## src/rtl/btb_pkg.sv

```systemverilog
// btb_pkg: shared BTB defaults, index/tag width derivations and 2-bit counter encodings
package btb_pkg;
  localparam int DEF_ENTRIES = 16;
  localparam int DEF_IW = 32;
  function automatic int idx_w(input int entries);
    return $clog2(entries);
  endfunction
  function automatic int tag_w(input int iw, input int entries);
    return iw - $clog2(entries) - 2;
  endfunction
  localparam int IDX_W = idx_w(DEF_ENTRIES);
  localparam int TAG_W = tag_w(DEF_IW, DEF_ENTRIES);
  typedef enum logic [1:0] {
    CTR_SNT = 2'b00,
    CTR_WNT = 2'b01,
    CTR_WT  = 2'b10,
    CTR_ST  = 2'b11
  } ctr_e;
endpackage

```

## src/rtl/btb_sat_counter.sv

```systemverilog
// btb_sat_counter: 2-bit saturating counter step; cur/inc/en in, next out (next=cur when en=0)
module btb_sat_counter
  import btb_pkg::*;
(
  input  logic [1:0] cur,
  input  logic       inc,
  input  logic       en,
  output logic [1:0] next
);
  assign next = !en ? cur :
                inc ? (cur == CTR_ST ? cur : cur + 2'd1) :
                      (cur == CTR_SNT ? cur : cur - 2'd1);
endmodule

```

## src/rtl/branch_target_buffer.sv

```systemverilog
// branch_target_buffer: direct-mapped BTB; clk/rst_n, lookup_pc -> pred_hit/pred_taken/pred_target, upd_valid/upd_pc/upd_taken/upd_target write port, flush clears valids
module branch_target_buffer
  import btb_pkg::*;
#(
  parameter int instruction_width = 32,
  parameter int ENTRIES = DEF_ENTRIES
) (
  input  logic                         clk,
  input  logic                         rst_n,
  input  logic [instruction_width-1:0] lookup_pc,
  output logic                         pred_hit,
  output logic                         pred_taken,
  output logic [instruction_width-1:0] pred_target,
  input  logic                         upd_valid,
  input  logic [instruction_width-1:0] upd_pc,
  input  logic                         upd_taken,
  input  logic [instruction_width-1:0] upd_target,
  input  logic                         flush
);
  localparam int IW = idx_w(ENTRIES);
  localparam int TW = tag_w(instruction_width, ENTRIES);
  logic [ENTRIES-1:0]           valid_q;
  logic [TW-1:0]                tag_q    [ENTRIES];
  logic [instruction_width-1:0] target_q [ENTRIES];
  logic [1:0]                   ctr_q    [ENTRIES];
  logic [IW-1:0]                l_idx, u_idx;
  logic [TW-1:0]                l_tag, u_tag;
  logic                         u_hit;
  logic [1:0]                   ctr_next;
  logic                         unused_pc_lsbs;
  assign unused_pc_lsbs = ^{lookup_pc[1:0], upd_pc[1:0]};
  assign l_idx = lookup_pc[IW+1:2];
  assign l_tag = lookup_pc[instruction_width-1:IW+2];
  assign u_idx = upd_pc[IW+1:2];
  assign u_tag = upd_pc[instruction_width-1:IW+2];
  assign pred_hit    = valid_q[l_idx] && tag_q[l_idx] == l_tag;
  assign pred_taken  = pred_hit && ctr_q[l_idx][1];
  assign pred_target = pred_taken ? target_q[l_idx] : lookup_pc + instruction_width'(4);
  assign u_hit = valid_q[u_idx] && tag_q[u_idx] == u_tag;
  btb_sat_counter u_ctr (
    .cur  (ctr_q[u_idx]),
    .inc  (upd_taken),
    .en   (u_hit),
    .next (ctr_next)
  );
  always_ff @(posedge clk or negedge rst_n)
    if (!rst_n) begin
      valid_q <= '0;
      for (int i = 0; i < ENTRIES; i++) begin
        tag_q[i]    <= '0;
        target_q[i] <= '0;
        ctr_q[i]    <= CTR_WNT;
      end
    end else if (flush)
      valid_q <= '0;
    else if (upd_valid && u_hit) begin
      ctr_q[u_idx] <= ctr_next;
      if (upd_taken) target_q[u_idx] <= upd_target;
    end else if (upd_valid && upd_taken) begin
      valid_q[u_idx]  <= 1'b1;
      tag_q[u_idx]    <= u_tag;
      target_q[u_idx] <= upd_target;
      ctr_q[u_idx]    <= CTR_WT;
    end
endmodule

```

## config.mk

```make
export PLATFORM = sky130hd
export DESIGN_NAME = branch_target_buffer
export DESIGN_NICKNAME = d
export VERILOG_FILES = /design/src/rtl/btb_pkg.sv /design/src/rtl/btb_sat_counter.sv /design/src/rtl/branch_target_buffer.sv
export SDC_FILE = /design/constraint.sdc
export NUM_CORES = 2
export LEC_CHECK = 0
export CORE_ASPECT_RATIO = 1.25
export CORE_UTILIZATION = 60
export CTS_CLUSTER_SIZE = 10
export DETAILED_ROUTE_END_ITERATION = 8
export HOLD_SLACK_MARGIN = 0.02
export PLACE_DENSITY = 0.78
export SLEW_MARGIN = 20
export SYNTH_ARGS = -nofsm -noshare
export SYNTH_HDL_FRONTEND = slang
export SYNTH_SLANG_ARGS = --single-unit
```

## constraint.sdc

```tcl
create_clock -name clk -period 6.3 [get_ports clk]
set_clock_uncertainty 0.15 [all_clocks]
set_input_delay 0.945 -clock clk [delete_from_list [all_inputs] [get_ports clk]]
set_output_delay 0.945 -clock clk [all_outputs]
set_load 0.01 [all_outputs]
```

==> flow_metrics.py <==
metrics = {
    "timing": {
        "clock.fmax_mhz": 168,
        "fin_setup_tns_ns": 0,
        "slew_headroom_pct": 25.2,
        "finalHoldViolations": 0,
        "fin_crit_sh_pct": 94.4,
        "setup_viol": 0,
        "worst_slew_pin_slew_ns": 1.12,
        "rsz0062_at_grt": "false",
        "slew_viol_final": 0,
        "finalCriticalPeriod_ns": 5.95,
    },
    "synthesis": {
        "synth_compound_area_share_pct": 2.30,
        "synth-adder-area-share_pct": 0.0645,
        "synth_enable_flop_cells": 0,
        "synthArstFlopShare_pct": 100,
        "synthFlopType": "dfrtp_1",
        "synth-xor-area-share_pct": 1.67,
        "synthSimpleGateAreaFrac_pct": 2.87,
        "synth_nets": 3351,
        "ys_seq_area_share_pct": 48.5,
        "synthMuxAreaShare_pct": 41.8,
        "synthTopCellsByArea": "dfrtp_1 (48%), mux2_2 (17%), mux4_2 (16%), mux2_4 (5.7%), mux2i_1 (2.7%)",
        "postSynthAreaPerCell_um2": 15.5,
        "syn-cell-area_um2": 50400,
        "syn_inst": 3249,
        "synth_top_family_by_area": "multiplexers",
        "ys_ff_latch": 976,
        "synth_cell_types": 69,
        "yosysWarnings": 0,
        "yosysTopAreaCellShare_pct": 47.7,
        "synth.largest_area_cell": "dfrtp_1",
    },
    "cts": {
        "root_buffer": "clkbuf_16",
        "cts_tree": "done",
        "cts_inserted_buffers": 109,
        "clkLatencyLatePin_ns": 0.70,
        "htreeDepth": 3,
        "post_cts_buffers": 0,
        "clkTransAtPathRegs_ns": 0.06,
        "cts.repair.resized": 0,
        "clock_path_buffers": 3,
        "holdBufCountCts": 0,
        "cts.sinks": 976,
    },
    "grt": {
        "grt_pass1_vias": 33520,
        "track_usage_pct": 34.0,
        "grt_pass1_wl_um": 214000,
        "use_met2_pct": 55.4,
        "grt_max_degree": 195,
        "grtUsageMet3_pct": 6.47,
        "grt-ovfl-total": 0,
        "use_met1_pct": 44.1,
        "antenna_found_initial": 10,
        "grt_busiest_layer": "met2",
    },
    "drt": {
        "routed_wl_um": 141000,
        "wire_per_inst_um": 32.0,
        "vias": 30756,
        "dr.pass1.iters": 7,
        "ant_nets": 0,
        "drc": 5,
        "vias_per_cell": 6.95,
        "drtIter0Drc": 2818,
    },
    "die": {
        "die-area_um2": 85200,
        "num_rows": 118,
        "die_x_um": 261,
        "initial_core_util_pct": 60.8,
        "coreArea_um2": 83000,
        "die_y_um": 326,
        "pin_count": 135,
    },
    "setup_path": {
        "path_max_fanout": 32,
        "r2r_cells": 11,
        "cp-start-kind": "input pin",
        "crit_type": "in -> out",
        "arrival_ns": 4.85,
        "r2r_end": "tag_q[395]",
        "r2r-start": "tag_q[206]",
        "cp.required_ns": 5.20,
        "r2r_setup_slack_ns": 1.90,
        "crit_path_end_kind": "output pin",
    },
    "placed_design": {
        "place_area_um2": 53000,
        "portBuffers": 132,
        "dp_hpwl_um": 87400,
        "place_congestion": 0.936,
    },
    "cells_and_area": {
        "area_growth_pct": 11.1,
        "fin_nets": 3414,
        "final_cell_mix": "dfrtp_1 (960), mux2_2 (773), mux4_2 (360)",
        "final_common_cell": "dfrtp_1",
        "drive_gt1_share_pct": 48.5,
        "stdcell_area_um2": 56000,
    },
    "power": {
        "powerDensity_nw_per_um2": 287,
        "leakage_nw": 25.2,
        "ir_drop_uv": 269,
    },
    "min_path": {
        "min_path_type": "in -> async",
    },
    "status": {
        "violations": "DRC",
        "outcome": "finished, violations left",
    },
    "job": {
        "maxCapViolations": 0,
    },
}
[worst max-delay path by stage]
stage | from | depth (start not counted) | to
5_1_grt | lookup_pc[2] | 12 | pred_target[28]
3_3_place_gp | lookup_pc[3] | 12 | pred_target[14]
6_report | lookup_pc[2] | 12 | pred_target[27]
3_5_place_dp | lookup_pc[3] | 12 | pred_target[16]
4_1_cts | lookup_pc[2] | 12 | pred_target[14]
2_1_floorplan | lookup_pc[2] | 10 | pred_target[26]
[report_power, final]
group          internal [W]  switching, W  total, W
registers           0.00709      0.000546   0.00764
clock network       0.00322       0.00247   0.00569
logic               0.00158       0.00115   0.00273
total                0.0119       0.00417    0.0161
[state kept, by name (all words and copies together), names as in the netlist]
name,count
target_q,512
valid_q,16
ctr_q,32
tag_q,416
[logic make-up after synthesis]
logic type,count (synthesis)
muxes,1461
DFF,976
buffers and inverters,297
and+or+nand+nor,253
AOI/OAI and AO/OA,163
xor gates and xnor gates,96
adders and majority gates,3
[metal layers]
metal	up-vias	part of all wire [%]
met2	1372	50
met3	385	7.2
li1	12366	-
met5	-	0.052
met4	12	4.8
met1	16621	38
[cell usage after synthesis, types with 7 or more instances]
| cell type | number |
|---|---|
| dfrtp_1 | 960 |
| mux2_2 | 773 |
| mux4_2 | 360 |
| mux2_4 | 190 |
| clkbuf_1 | 171 |
| mux2i_1 | 138 |
| nand2_1 | 67 |
| nor2_1 | 55 |
| xnor2_1 | 55 |
| xor2_1 | 41 |
| o21ai_0 | 39 |
| buf_1 | 38 |
| buf_2 | 33 |
| buf_6 | 24 |
| buf_4 | 23 |
| a22oi_1 | 20 |
| nand3_1 | 18 |
| and3_1 | 17 |
| a21o_1 | 16 |
| dfstp_2 | 16 |
| a2bb2oi_1 | 15 |
| and2_1 | 14 |
| a21oi_1 | 11 |
| nor4_1 | 11 |
| a22o_1 | 10 |
| nor2_8 | 10 |
| nand4_1 | 9 |
| nor2b_1 | 9 |
| o22ai_1 | 9 |
| a221oi_1 | 8 |
| nor3_1 | 8 |
| nand2b_1 | 7 |
[worst max-delay path, cell delays in order]
cell and delay, ns:
buf_8 0.16, buf_4 0.38, mux4_2 0.57, mux2i_1 0.39
xnor2_1 0.17, nor4_1 0.33, a21oi_1 0.14, nor4_1 0.33
nand4_1 0.22, buf_12 0.23, mux2_2 0.26, clkdlybuf4s50_1 0.64
[per-stage QoR]
stage | util (%) | hold slack [ns] | setup slack (ns) | power (W) | cells
6_report | 67.5 | 0.105 | 0.354 | 0.0161 | 4425
4_1_cts | 67.5 | 0.148 | 0.417 | 0.0161 | 4421
3_3_place_gp | 63.8 | 0.320 | 0.423 | 0.0102 | 4280
5_1_grt | 67.5 | 0.173 | 0.200 | 0.0166 | 4425
3_5_place_dp | 63.8 | 0.333 | 0.445 | 0.0104 | 4280
2_1_floorplan | - | 0.303 | 0.737 | 0.00946 | 3249
[final cells by class]
class / count / area [um^2]
multi-input combinational: 1976 / 24600
clock inverter: 5 / 95.1
fill: 5599 / 26900
antenna: 3 / 7.51
tap: 1080 / 1350
inverter: 7 / 28.8
sequential: 976 / 24400
clock buffer: 136 / 2940
timing repair buffer: 242 / 2520
No activity file was read; power rests on OpenSTA's default activity.
